**config.mk**
```make
export PLATFORM = sky130hd
export DESIGN_NAME = red_serial_unit
export DESIGN_NICKNAME = d
export VERILOG_FILES = /design/src/rtl/red_serial_unit.sv
export SDC_FILE = /design/constraint.sdc
export NUM_CORES = 1
export LEC_CHECK = 0
export ABC_AREA = 0
export BUFFER_PORTS_ARGS = -buffer_cell sky130_fd_sc_hd__buf_2
export CORE_UTILIZATION = 55
export DETAILED_ROUTE_END_ITERATION = 6
export GPL_ROUTABILITY_DRIVEN = 0
export PLACE_DENSITY = 0.87
export SLEW_MARGIN = 20
export SYNTH_ARGS = -nofsm -noshare
export SYNTH_HDL_FRONTEND = slang
export SYNTH_SLANG_ARGS = --single-unit
```
**constraint.sdc**
```tcl
create_clock -name clk -period 2.4 [get_ports clk]
set_clock_uncertainty 0.05 [all_clocks]
set_input_delay 0.12 -clock clk [delete_from_list [all_inputs] [get_ports clk]]
set_output_delay 0.12 -clock clk [all_outputs]
set_load 0.01 [all_outputs]
```
**src/rtl/red_serial_unit.sv**
```systemverilog
// Nibble-serial RED reduction: sums the eight 4-bit nibbles of A and B with one narrow adder over four cycles.
// Define RED_UNSIGNED_EN to treat nibbles as unsigned and zero-extend the result.
module red_serial_unit #(
  parameter int NIBBLES_PER_OP = 4,
  parameter int ACC_W          = 7
) (
  input  logic        clk,
  input  logic        rst,
  input  logic        in_valid,
  output logic        in_ready,
  input  logic [15:0] A,
  input  logic [15:0] B,
  output logic        out_valid,
  input  logic        out_ready,
  output logic [15:0] S,
  output logic        busy,
  output logic [1:0]  fsm_state
);

  // Handshake: an operation is accepted on a clock edge where in_valid && in_ready;
  // a result is consumed on a clock edge where out_valid && out_ready.

  typedef enum logic [1:0] {
    IDLE  = 2'd0,
    ACCUM = 2'd1,
    DONE  = 2'd2
  } state_t;

  localparam int IDX_W = (NIBBLES_PER_OP > 1) ? $clog2(NIBBLES_PER_OP) : 1;
  localparam logic [IDX_W-1:0] LAST_IDX = IDX_W'(NIBBLES_PER_OP - 1);

  state_t           state;
  state_t           state_next;
  logic [15:0]      a_sh;
  logic [15:0]      b_sh;
  logic [ACC_W-1:0] acc;
  logic [ACC_W-1:0] acc_next;
  logic [ACC_W-1:0] a_ext;
  logic [ACC_W-1:0] b_ext;
  logic [IDX_W-1:0] idx;
  logic [15:0]      s_q;
  logic [15:0]      s_ext;

  always_ff @(posedge clk) begin
    if (rst) state <= IDLE;
    else     state <= state_next;
  end

  always_comb begin
    state_next = state;
    case (state)
      IDLE:    if (in_valid) state_next = ACCUM;
      ACCUM:   if (idx == LAST_IDX) state_next = DONE;
      DONE:    if (out_ready) state_next = IDLE;
      default: state_next = IDLE;
    endcase
  end

  // The low nibble of each shift register is always the pair being added this cycle.
  always_comb begin
`ifdef RED_UNSIGNED_EN
    a_ext = {{(ACC_W-4){1'b0}}, a_sh[3:0]};
    b_ext = {{(ACC_W-4){1'b0}}, b_sh[3:0]};
`else
    a_ext = {{(ACC_W-4){a_sh[3]}}, a_sh[3:0]};
    b_ext = {{(ACC_W-4){b_sh[3]}}, b_sh[3:0]};
`endif
    acc_next = acc + a_ext + b_ext;
`ifdef RED_UNSIGNED_EN
    s_ext = {{(16-ACC_W){1'b0}}, acc_next};
`else
    s_ext = {{(16-ACC_W){acc_next[ACC_W-1]}}, acc_next};
`endif
  end

  always_ff @(posedge clk) begin
    if (rst) begin
      a_sh <= '0;
      b_sh <= '0;
      acc  <= '0;
      idx  <= '0;
      s_q  <= '0;
    end else begin
      case (state)
        IDLE: begin
          if (in_valid) begin
            a_sh <= A;
            b_sh <= B;
            acc  <= '0;
            idx  <= '0;
          end
        end
        ACCUM: begin
          acc  <= acc_next;
          a_sh <= a_sh >> 4;
          b_sh <= b_sh >> 4;
          idx  <= idx + 1'b1;
          // S only changes when the final sum lands, so it is stable through DONE and after.
          if (idx == LAST_IDX) s_q <= s_ext;
        end
        default: ;
      endcase
    end
  end

  assign in_ready  = (state == IDLE);
  assign out_valid = (state == DONE);
  assign busy      = (state != IDLE);
  assign S         = s_q;
  assign fsm_state = state;

endmodule
```
==> results of run 1 <==
power by group through the flow:
stage	clock (uW)	sequential, uW	combinational, uW
2_1_floorplan	0	941	348
5_1_grt	653	940	522
3_5_place_dp	0	951	433
3_3_place_gp	0	946	421
4_1_cts	621	932	445
6_report	616	932	466
worst min-delay path: cells and delay by family:
| family | cells | cell delay (ns) |
|---|---|---|
| buffers and inverters | 1 | 0.09 |
| and+or+nand+nor | 1 | 0.07 |
| AOI/OAI and AO/OA | 1 | 0.05 |
cells in the mapped netlist:
library cell	n
nor2_1	82
dfxtp_1	50
a21oi_1	32
nor2b_1	26
nor3_1	22
buf_4	11
buf_2	10
nor2_2	9
a22oi_2	8
inv_1	8
clkbuf_1	7
fa_1	7
ha_1	7
nand3b_1	6
a211oi_2	4
buf_6	4
nand2_1	4
a22oi_1	3
and2_1	2
nand2b_1	2
o31ai_1	2
o41ai_1	2
o41ai_2	2
or2_4	2
xnor2_1	2
xor2_1	2
a211oi_1	1
a21boi_0	1
a21o_1	1
a31oi_1	1
and2b_4	1
and4_4	1
buf_1	1
inv_2	1
nand2_2	1
nand3_1	1
nand4_1	1
nor3b_1	1
o21ai_1	1
timing repair:
item | CTS | global route
pin swaps | 1 | 3
resized for setup | 0 | 7
hold buffers | 5 | 1
setup buffers | 0 | 1
hold endpoints to repair | 5 | 1
setup endpoints to repair | 1 | 2
logic make-up after synthesis:
logic type	Yosys count	synth area share, %
xor+xnor	4	1.287
simple gates	161	28.86
flops	50	36.76
buf+inv	42	8.869
compound gates	58	15.85
fa+ha+maj	14	8.364
metal layers:
layer	up-vias	track usage, %	share of wire (%)
met5	-	0	0
met4	0	7.843	1.8
met3	8	5.556	3.9
met2	52	41.95	50
met1	1062	27.28	44
li1	1159	-	-
through the flow:
stage / TNS, ns / instance area, sq um / cells / utilization [%] / hold slack, ns
CTS: 0 / 3079 / 436 / 64.76 / 0.0001635
global placement: 0 / 2917 / 424 / 61.34 / 0.3003
detailed placement: 0 / 2917 / 424 / 61.34 / 0.3089
global route: -0.06659 / 3118 / 438 / 65.58 / 0.01362
floorplan: 0 / 2723 / 329 / - / 0.2045
finish: 0 / 3118 / 438 / 65.58 / 0.001370
sequential cells by signal, indices dropped and copies added, names as in the netlist:
name,cells
acc,7
fsm_state,2
b_sh,16
idx,2
S,7
a_sh,16
path summary, 6_finish.rpt:
path	startpoint	endpoint	slack, ns	depth (start not counted)
worst max-delay path	a_sh[1]$_SDFFE_PP0P_	S[5]$_SDFFE_PP0P_	0.02	8
worst min-delay path	B[12]	b_sh[12]$_SDFFE_PP0P_	0.001	3
worst max register to register	a_sh[1]$_SDFFE_PP0P_	S[5]$_SDFFE_PP0P_	0.02	8
worst min register to register	S[1]$_SDFFE_PP0P_	S[1]$_SDFFE_PP0P_	0.40	2
area by class of cell:
class	count	area, sq um
well taps	67	83.83
inverters	9	33.78
fillers	419	1637
clock inverters	1	30.03
clock buffers	6	82.58
multi-input cells	237	1500
flip-flops and latches	50	1002
repair buffers	68	385.4
==> impl_metrics.xml, run 1 <==
<?xml version="1.0" encoding="UTF-8"?>
<metrics>
  <group name="logic_synthesis">
    <metric name="yosys.area.top_type_share" unit="%">36.76</metric>
    <metric name="ys_top_cells_by_area" unit="">dfxtp_1, nor2_1, nor2b_1</metric>
    <metric name="synth_area_per_cell" unit="sq um">8.275</metric>
    <metric name="seq_area_frac_synth" unit="%">36.76</metric>
    <metric name="synth_seq_cells" unit="">50</metric>
    <metric name="synth-warning-count" unit="">0</metric>
    <metric name="synthDominantAreaCellType" unit="">dfxtp_1</metric>
    <metric name="syn-instance-count" unit="">329</metric>
    <metric name="mappedNetlistArea" unit="sq um">2723</metric>
    <metric name="synth.lib_cells_used.distinct" unit="">39</metric>
    <metric name="mappedNetlistNets" unit="">379</metric>
  </group>
  <group name="floorplan">
    <metric name="num_io_pins" unit="">57</metric>
    <metric name="core_region_area" unit="sq um">4755</metric>
    <metric name="dieWidth" unit="microns">72.36</metric>
    <metric name="rows" unit="">25</metric>
    <metric name="die_footprint" unit="sq um">5235</metric>
    <metric name="initial_core_util" unit="%">57.26</metric>
    <metric name="die-height" unit="microns">72.36</metric>
  </group>
  <group name="global_routing">
    <metric name="antenna_found_initial" unit="">0</metric>
    <metric name="grt_pass1_wl" unit="microns">9570</metric>
    <metric name="largest_net_degree_at_the_start_of_global_routing" unit="">42</metric>
    <metric name="first_global_vias" unit="">2203</metric>
    <metric name="grt_usage" unit="%">23.40</metric>
    <metric name="grt_overflow" unit="">0</metric>
  </group>
  <group name="power_and_ir_drop">
    <metric name="p_sw" unit="uW">580.4</metric>
    <metric name="power.clock.fraction" unit="%">30.6</metric>
    <metric name="worst_ir_drop_vdd" unit="uV">506.0</metric>
    <metric name="gate_power_share" unit="%">23.1</metric>
    <metric name="power.leakage" unit="uW">0.001402</metric>
    <metric name="fin_total_pwr" unit="uW">2014</metric>
    <metric name="swShare" unit="%">28.82</metric>
    <metric name="powerDensity" unit="nW/um^2">645.9</metric>
    <metric name="seq_power_share" unit="%">46.3</metric>
    <metric name="power_report.internal_total" unit="uW">1434</metric>
  </group>
  <group name="setup_path">
    <metric name="critPathLaunchType" unit="">flop</metric>
    <metric name="critPathTopFamily" unit="">adder cells</metric>
    <metric name="nature_of_the_critical_path_endpoint" unit="">flop</metric>
    <metric name="worst-path-buf-inv" unit="">1</metric>
    <metric name="crit_arrival" unit="ns">2.55</metric>
    <metric name="critical_path.max_stage_delay" unit="ns">0.56</metric>
    <metric name="required_arrival_time_at_the_worst_endpoint" unit="ns">2.57</metric>
    <metric name="critical_path_class" unit="">reg -&gt; reg</metric>
    <metric name="list_of_cells_traversed_by_the_critical_path" unit="">fa_1, ha_2, inv_1, fa_2, nor2b_2, o21ai_1, nor3b_2, o41ai_2</metric>
    <metric name="worst-path-max-fanout" unit="">2</metric>
    <metric name="crit_slowest_cell" unit="">fa_1</metric>
  </group>
  <group name="hold_path">
    <metric name="min-delay-path-class" unit="">in -&gt; reg</metric>
  </group>
  <group name="layout">
    <metric name="finalNetCount" unit="">421</metric>
    <metric name="fraction_of_final_layout_cells_with_drive_strength_greater_than_1" unit="%">28.03</metric>
    <metric name="final_cell_mix" unit="">nor2_1, buf_2, dfxtp_1</metric>
    <metric name="mostFrequentLayoutCell" unit="">nor2_1</metric>
    <metric name="count_of_antenna_diodes_in_the_layout" unit="">0</metric>
    <metric name="layout-area-overhead-vs-synth" unit="%">14.52</metric>
  </group>
  <group name="clocking">
    <metric name="cts_clk_pin_slew_worst_paths" unit="ns">0.09</metric>
    <metric name="cts_num_sinks" unit="">50</metric>
    <metric name="cell_chosen_for_the_clock_root" unit="">clkbuf_8</metric>
    <metric name="tritoncts.num_buffers" unit="">5</metric>
    <metric name="ctsLongestPathBuffers" unit="">2</metric>
    <metric name="cts_tree" unit="">done</metric>
    <metric name="insertion_delay" unit="ns">0.31</metric>
    <metric name="cts-htree-levels" unit="">2</metric>
  </group>
  <group name="route">
    <metric name="wl_per_cell" unit="microns">13.12</metric>
    <metric name="drt_pass1_iterations" unit="">4</metric>
    <metric name="drtAntennaViolNets" unit="">0</metric>
    <metric name="initialDrtViolationCount" unit="">92</metric>
    <metric name="detail_route.vias_per_cell" unit="">5.208</metric>
    <metric name="route.vias.total" unit="">2281</metric>
    <metric name="routed_wl" unit="microns">5745</metric>
    <metric name="drc" unit="">0</metric>
  </group>
  <group name="timing">
    <metric name="timing_worst_slew_pin_value" unit="ns">0.8608</metric>
    <metric name="setup_violations" unit="">0</metric>
    <metric name="finalHoldViolCount" unit="">0</metric>
    <metric name="final_min_period_over_clock_period" unit="%">99.15</metric>
    <metric name="max_freq" unit="MHz">420.2</metric>
    <metric name="min_period" unit="ns">2.380</metric>
    <metric name="timing.final.max_slew_violations" unit="">0</metric>
    <metric name="timing.max_slew.rel_slack" unit="%">42.55</metric>
    <metric name="layout_setup_ws" unit="ns">0.02042</metric>
  </group>
  <group name="placed_design">
    <metric name="buffer_ports.inserted" unit="">56</metric>
    <metric name="pre_cts_slack" unit="ns">0.01802</metric>
    <metric name="dpl.hpwl" unit="microns">3772</metric>
  </group>
  <group name="run_status">
    <metric name="run_status" unit="">finished, final reports clean</metric>
  </group>
  <group name="flow_run">
    <metric name="cap_violations" unit="">0</metric>
  </group>
</metrics>
No activity file was read; power rests on OpenSTA's default activity.
==> inputs of run 2 (changes only) <==
--- a/config.mk
+++ b/config.mk
@@ -7,6 +7,7 @@
 export LEC_CHECK = 0
 export ABC_AREA = 0
 export BUFFER_PORTS_ARGS = -buffer_cell sky130_fd_sc_hd__buf_2
+export CORE_MARGIN = 8
 export CORE_UTILIZATION = 55
 export DETAILED_ROUTE_END_ITERATION = 6
 export GPL_ROUTABILITY_DRIVEN = 0
==> constraint.sdc (replaced) <==
create_clock -name clk -period 2.6 [get_ports clk]
set_clock_uncertainty 0.05 [all_clocks]
set_input_delay 0.13 -clock clk [delete_from_list [all_inputs] [get_ports clk]]
set_output_delay 0.13 -clock clk [all_outputs]
set_load 0.01 [all_outputs]
==> run 2 against run 1 <==
  * Combinational power is 14% lower
  * Clock power is 30% lower
  * Count of clock-buffer cells in the layout is 1 higher
  * Total power is 16% lower
  * Largest power group unchanged
  * Design area is 3.9% lower
  * Largest cell class unchanged
==> impl_metrics.xml, run 2 (synthesized netlist as in run 1, its figures left out) <==
<?xml version="1.0" encoding="UTF-8"?>
<metrics>
  <group name="layout">
    <metric name="mostFrequentLayoutCell" unit="">nor2_1</metric>
    <metric name="final.fill_count" unit="">449</metric>
    <metric name="final_cell_mix" unit="">nor2_1, buf_2, dfxtp_1</metric>
    <metric name="stdcell_area" unit="sq um">2995</metric>
    <metric name="finalNetCount" unit="">414</metric>
    <metric name="count_of_antenna_diodes_in_the_layout" unit="">0</metric>
    <metric name="top_regs" unit="">a_sh x16, b_sh x16</metric>
    <metric name="layout-area-overhead-vs-synth" unit="%">10.02</metric>
    <metric name="fraction_of_final_layout_cells_with_drive_strength_greater_than_1" unit="%">25.82</metric>
  </group>
  <group name="clocking">
    <metric name="cts_tree" unit="">done</metric>
    <metric name="insertion_delay" unit="ns">0.31</metric>
    <metric name="cts_setup_buffers" unit="">0</metric>
    <metric name="cts_num_sinks" unit="">50</metric>
    <metric name="tritoncts.num_buffers" unit="">5</metric>
    <metric name="cts_clk_pin_slew_worst_paths" unit="ns">0.09</metric>
    <metric name="cts-htree-levels" unit="">2</metric>
    <metric name="cell_chosen_for_the_clock_root" unit="">clkbuf_8</metric>
    <metric name="ctsLongestPathBuffers" unit="">2</metric>
  </group>
  <group name="setup_path">
    <metric name="crit_arrival" unit="ns">2.47</metric>
    <metric name="required_arrival_time_at_the_worst_endpoint" unit="ns">2.76</metric>
    <metric name="nature_of_the_critical_path_endpoint" unit="">flop</metric>
    <metric name="crit_slowest_cell" unit="">fa_1</metric>
    <metric name="critPathTopFamily" unit="">adder cells</metric>
    <metric name="critical_path.max_stage_delay" unit="ns">0.54</metric>
    <metric name="worst-path-buf-inv" unit="">1</metric>
    <metric name="critical-path-top-cell-by-count" unit="">fa_1</metric>
    <metric name="list_of_cells_traversed_by_the_critical_path" unit="">fa_1, ha_1, inv_1, fa_1, nor2b_1, o21ai_1, nor3b_1, o41ai_1</metric>
    <metric name="critical_path_class" unit="">reg -&gt; reg</metric>
    <metric name="worst-path-max-fanout" unit="">2</metric>
    <metric name="critPathLaunchType" unit="">flop</metric>
  </group>
  <group name="timing">
    <metric name="hold_ws" unit="ns">0.0008550</metric>
    <metric name="max_freq" unit="MHz">431.8</metric>
    <metric name="setup_repair_after_global_routing_missed_its_margin" unit="">no</metric>
    <metric name="setup_violations" unit="">0</metric>
    <metric name="layout_setup_ws" unit="ns">0.2839</metric>
    <metric name="final.setup.tns" unit="ns">0</metric>
    <metric name="final_min_period_over_clock_period" unit="%">89.08</metric>
    <metric name="timing.final.max_slew_violations" unit="">0</metric>
    <metric name="timing.max_slew.rel_slack" unit="%">37.43</metric>
    <metric name="min_period" unit="ns">2.316</metric>
    <metric name="timing_worst_slew_pin_value" unit="ns">0.9386</metric>
    <metric name="finalHoldViolCount" unit="">0</metric>
  </group>
  <group name="placed_design">
    <metric name="dpl.hpwl" unit="microns">4154</metric>
    <metric name="pre_cts_slack" unit="ns">0.2851</metric>
    <metric name="place_area" unit="sq um">2909</metric>
    <metric name="buffer_ports.inserted" unit="">56</metric>
  </group>
  <group name="global_routing">
    <metric name="first_global_vias" unit="">2254</metric>
    <metric name="grt_overflow" unit="">0</metric>
    <metric name="grt_usage" unit="%">15.65</metric>
    <metric name="antenna_found_initial" unit="">0</metric>
    <metric name="grt_pass1_wl" unit="microns">9556</metric>
    <metric name="largest_net_degree_at_the_start_of_global_routing" unit="">50</metric>
  </group>
  <group name="power_and_ir_drop">
    <metric name="seq_power_share" unit="%">50.8</metric>
    <metric name="p_sw" unit="uW">512.6</metric>
    <metric name="swShare" unit="%">30.16</metric>
    <metric name="powerDensity" unit="nW/um^2">567.3</metric>
    <metric name="power.leakage" unit="uW">0.001344</metric>
    <metric name="worst_ir_drop_vdd" unit="uV">327.8</metric>
    <metric name="power_report.internal_total" unit="uW">1187</metric>
    <metric name="gate_power_share" unit="%">23.7</metric>
    <metric name="power.clock.fraction" unit="%">25.5</metric>
  </group>
  <group name="route">
    <metric name="routed_wl" unit="microns">5764</metric>
    <metric name="route.vias.total" unit="">2247</metric>
    <metric name="drc" unit="">0</metric>
    <metric name="initialDrtViolationCount" unit="">150</metric>
    <metric name="drtAntennaViolNets" unit="">0</metric>
    <metric name="detail_route.vias_per_cell" unit="">5.213</metric>
    <metric name="drt_pass1_iterations" unit="">4</metric>
    <metric name="wl_per_cell" unit="microns">13.37</metric>
  </group>
  <group name="floorplan">
    <metric name="die-height" unit="microns">86.36</metric>
    <metric name="num_io_pins" unit="">57</metric>
    <metric name="rows" unit="">25</metric>
    <metric name="initial_core_util" unit="%">57.26</metric>
    <metric name="core_region_area" unit="sq um">4755</metric>
    <metric name="die_footprint" unit="sq um">7457</metric>
    <metric name="dieWidth" unit="microns">86.36</metric>
  </group>
  <group name="run_status">
    <metric name="run_status" unit="">finished, final reports clean</metric>
  </group>
  <group name="hold_path">
    <metric name="min-delay-path-class" unit="">in -&gt; reg</metric>
  </group>
  <group name="flow_run">
    <metric name="cap_violations" unit="">0</metric>
  </group>
</metrics>
[run 2: final cells by class]
type                            count  area [sq um]  share of cell area (%)
Clock buffer                        7         76.32                   2.548
Inverter                            9         33.78                   1.128
Multi-Input combinational cell    237          1480                   49.42
Sequential cell                    50          1001                   33.42
Tap cell                           67         83.83                   2.799
Timing Repair Buffer               61         320.3                   10.69
[run 2: repair_timing]
item | 4_1_cts | 5_1_grt
hold buffers | 1 | 0
gates resized for setup | 0 | 0
endpoints found under the hold margin | 1 | 0
[run 2: metrics by stage]
stage,total power [uW],util (%),std cells
final,1699,63.00,431
after global routing,1786,63.00,431
after CTS,1708,63.00,431
after detailed placement,1280,61.18,423
after global placement,1260,61.18,423
after floorplan,1191,-,329
[run 2: worst paths after layout]
| check | from | cells after the start | slack, ns | endpoint |
|---|---|---|---|---|
| worst min-delay path | A[13] | 3 | 0.0009 | a_sh[13]$_SDFFE_PP0P_ |
| worst min register to register | S[1]$_SDFFE_PP0P_ | 2 | 0.40 | S[1]$_SDFFE_PP0P_ |
| worst max-delay path | a_sh[1]$_SDFFE_PP0P_ | 8 | 0.28 | acc[5]$_SDFFE_PP0P_ |
| worst max register to register | a_sh[1]$_SDFFE_PP0P_ | 8 | 0.28 | acc[5]$_SDFFE_PP0P_ |
[run 2: power groups by stage]
stage / Combinational (uW) / Sequential [uW] / Clock (uW)
2_1_floorplan: 322 / 869 / 0
3_3_place_gp: 383 / 876 / 0
3_5_place_dp: 399 / 881 / 0
4_1_cts: 404 / 863 / 441
5_1_grt: 452 / 871 / 462
6_report: 403 / 863 / 433
[run 2: routing by layer]
layer,vias up,wire [microns],global-route usage [%],share of wire (%)
met3,7,270,4.631,4.7
met1,1045,2517,16.21,44
met5,-,0,0,0
met2,47,2908,29.24,50
met4,0,68,5.008,1.2
li1,1148,-,-,-
[run 2: worst min-delay path, cell delays in order]
cell and delay, ns:
buf_2 0.08, a22oi_2 0.05, nor2_2 0.06
==> inputs of run 3 (changes only) <==
==> constraint.sdc (replaced) <==
create_clock -name clk -period 2.2 [get_ports clk]
set_clock_uncertainty 0.05 [all_clocks]
set_input_delay 0.11 -clock clk [delete_from_list [all_inputs] [get_ports clk]]
set_output_delay 0.11 -clock clk [all_outputs]
set_load 0.01 [all_outputs]
==> run 3 against run 2 <==
  * First-iteration DRC count shrank 45%
  * Sequential cell count stayed put
  * Largest power group unchanged
  * Die area unchanged
  * Highest routed layer unchanged
  * Total power up 22%
  * Final cell count rose by 3.7%
  * Core utilization is 3.7 points higher
  * Largest cell class unchanged
  * Maximum frequency rose by 5.5%
  * Global-route usage is 0.33 points higher
  * Critical path depth unchanged
  * Setup slack worse by 0.28 ns
==> impl_metrics.xml, run 3 (synthesized netlist as in run 1, its figures left out) <==
<?xml version="1.0" encoding="UTF-8"?>
<metrics>
  <group name="run_status">
    <metric name="run_status" unit="">finished, final reports clean</metric>
  </group>
  <group name="timing">
    <metric name="min_period" unit="ns">2.195</metric>
    <metric name="finalHoldViolCount" unit="">0</metric>
    <metric name="final_min_period_over_clock_period" unit="%">99.77</metric>
    <metric name="hold_ws" unit="ns">0.1307</metric>
    <metric name="timing_worst_slew_pin_value" unit="ns">0.4679</metric>
    <metric name="timing.max_slew.rel_slack" unit="%">68.81</metric>
    <metric name="timing.final.max_slew_violations" unit="">0</metric>
    <metric name="setup_repair_after_global_routing_missed_its_margin" unit="">yes</metric>
    <metric name="max_freq" unit="MHz">455.6</metric>
    <metric name="setup_violations" unit="">0</metric>
    <metric name="final.setup.tns" unit="ns">0</metric>
  </group>
  <group name="floorplan">
    <metric name="die-height" unit="microns">86.36</metric>
    <metric name="die_footprint" unit="sq um">7457</metric>
    <metric name="initial_core_util" unit="%">57.26</metric>
    <metric name="dieWidth" unit="microns">86.36</metric>
    <metric name="rows" unit="">25</metric>
    <metric name="num_io_pins" unit="">57</metric>
    <metric name="core_region_area" unit="sq um">4755</metric>
  </group>
  <group name="clocking">
    <metric name="cts-htree-levels" unit="">2</metric>
    <metric name="cell_chosen_for_the_clock_root" unit="">clkbuf_8</metric>
    <metric name="cts_clk_pin_slew_worst_paths" unit="ns">0.10</metric>
    <metric name="insertion_delay" unit="ns">0.31</metric>
    <metric name="ctsLongestPathBuffers" unit="">2</metric>
    <metric name="tritoncts.num_buffers" unit="">5</metric>
    <metric name="cts_num_sinks" unit="">50</metric>
    <metric name="cts_tree" unit="">done</metric>
  </group>
  <group name="setup_path">
    <metric name="r2r_end" unit="">S[5]$_SDFFE_PP0P_</metric>
    <metric name="crit_reg_reg_startpoint" unit="">a_sh[1]$_SDFFE_PP0P_</metric>
    <metric name="r2r_cells" unit="">8</metric>
    <metric name="nature_of_the_critical_path_endpoint" unit="">flop</metric>
    <metric name="critical_path_class" unit="">reg -&gt; reg</metric>
    <metric name="required_arrival_time_at_the_worst_endpoint" unit="ns">2.36</metric>
    <metric name="crit_arrival" unit="ns">2.36</metric>
    <metric name="worst-path-max-fanout" unit="">2</metric>
    <metric name="rrSetupSlack" unit="ns">0.005</metric>
    <metric name="critPathLaunchType" unit="">flop</metric>
  </group>
  <group name="global_routing">
    <metric name="antenna_found_initial" unit="">0</metric>
    <metric name="grt_usage" unit="%">15.99</metric>
    <metric name="grt_pass1_wl" unit="microns">9791</metric>
    <metric name="largest_net_degree_at_the_start_of_global_routing" unit="">38</metric>
    <metric name="grt_overflow" unit="">0</metric>
    <metric name="first_global_vias" unit="">2272</metric>
  </group>
  <group name="hold_path">
    <metric name="worst_hold_path.num_cells" unit="">2</metric>
    <metric name="hold_end" unit="">idx[0]$_SDFFE_PP0P_</metric>
    <metric name="holdCritStartpoint" unit="">rst</metric>
    <metric name="min-delay-path-class" unit="">in -&gt; reg</metric>
  </group>
  <group name="route">
    <metric name="routed_wl" unit="microns">5843</metric>
    <metric name="wl_per_cell" unit="microns">13.07</metric>
    <metric name="drc" unit="">0</metric>
    <metric name="initialDrtViolationCount" unit="">83</metric>
    <metric name="detail_route.vias_per_cell" unit="">5.114</metric>
    <metric name="route.vias.total" unit="">2286</metric>
    <metric name="drtAntennaViolNets" unit="">0</metric>
    <metric name="drt_pass1_iterations" unit="">4</metric>
  </group>
  <group name="layout">
    <metric name="top_regs" unit="">a_sh x16, b_sh x16</metric>
    <metric name="multi_input_area" unit="sq um">1506</metric>
    <metric name="count_of_antenna_diodes_in_the_layout" unit="">0</metric>
    <metric name="regArea" unit="sq um">1005</metric>
    <metric name="mostFrequentLayoutCell" unit="">nor2_1</metric>
    <metric name="finalNetCount" unit="">429</metric>
    <metric name="layout-area-overhead-vs-synth" unit="%">16.50</metric>
    <metric name="fraction_of_final_layout_cells_with_drive_strength_greater_than_1" unit="%">30.00</metric>
    <metric name="final-instance-count-excl-fill" unit="">447</metric>
    <metric name="final_cell_mix" unit="">nor2_1, buf_2, dfxtp_1</metric>
    <metric name="final.fill_count" unit="">405</metric>
    <metric name="stdcell_area" unit="sq um">3172</metric>
  </group>
  <group name="power_and_ir_drop">
    <metric name="fin_total_pwr" unit="uW">2068</metric>
    <metric name="power.clock.fraction" unit="%">25.9</metric>
    <metric name="seq_power_share" unit="%">49.3</metric>
    <metric name="gate_power_share" unit="%">24.8</metric>
    <metric name="power_report.internal_total" unit="uW">1437</metric>
    <metric name="p_sw" unit="uW">631.3</metric>
    <metric name="swShare" unit="%">30.53</metric>
    <metric name="powerDensity" unit="nW/um^2">652.0</metric>
    <metric name="worst_ir_drop_vdd" unit="uV">358.0</metric>
    <metric name="power.leakage" unit="uW">0.001429</metric>
  </group>
  <group name="placed_design">
    <metric name="placed_cells_incl_taps" unit="">429</metric>
    <metric name="buffer_ports.inserted" unit="">56</metric>
    <metric name="place_area" unit="sq um">2954</metric>
    <metric name="dpl.hpwl" unit="microns">4144</metric>
  </group>
  <group name="flow_run">
    <metric name="cap_violations" unit="">0</metric>
  </group>
</metrics>
[run 3: metrics by stage]
stage	utilization, %	setup WS (ns)
6_report	66.71	0.005092
5_1_grt	66.71	-0.1134
4_1_cts	66.00	0.002270
3_5_place_dp	62.13	-0.09104
3_3_place_gp	62.13	0.001483
2_1_floorplan	-	0.04695
[run 3: worst max path at each step]
stage | from | to | slack [ns]
global placement | a_sh[1]$_SDFFE_PP0P_ | S[5]$_SDFFE_PP0P_ | 0.001
global route | a_sh[1]$_SDFFE_PP0P_ | S[5]$_SDFFE_PP0P_ | -0.11
detailed placement | a_sh[1]$_SDFFE_PP0P_ | acc[5]$_SDFFE_PP0P_ | -0.09
CTS | a_sh[3]$_SDFFE_PP0P_ | S[5]$_SDFFE_PP0P_ | 0.002
finish | a_sh[1]$_SDFFE_PP0P_ | S[5]$_SDFFE_PP0P_ | 0.005
floorplan | a_sh[1]$_SDFFE_PP0P_ | S[5]$_SDFFE_PP0P_ | 0.05
[run 3: cell type report]
cell class	instances	share of cell area, %
clock inverters	3	0.6706
flip-flops and latches	50	31.68
inverters	9	1.065
well taps	67	2.643
clock buffers	5	2.170
repair buffers	76	14.28
multi-input cells	237	47.49
[run 3: power groups by stage]
stage	combinational, uW	sequential [uW]	clock [uW]
after floorplan	380	1030	0
after global placement	461	1040	0
after detailed placement	475	1040	0
after CTS	491	1020	551
after global routing	576	1030	582
final	512	1020	536
[run 3: worst max-delay path, cell delays in order, from the launching register on]
cell     delay, ns
dfxtp_2       0.34
fa_1          0.53
ha_2          0.18
inv_2         0.04
fa_2          0.34
nor2b_1       0.12
o21ai_1       0.08
nor3b_4       0.16
o41ai_2       0.25
[run 3: routing by layer]
metal | routed length, microns | track usage, %
met1 | 2492 | 17.60
met2 | 2919 | 27.78
met3 | 301 | 4.726
met4 | 130 | 6.886
met5 | 0 | 0
[run 3: what timing repair did]
| item | 4_1_cts | 5_1_grt |
|---|---|---|
| hold buffers | 9 | 0 |
| resized for setup | 2 | 10 |
| hold endpoints to repair | 9 | 0 |
| pin swaps | 2 | 2 |
| setup endpoints to repair | 2 | 4 |
| buffers inserted | 0 | 1 |
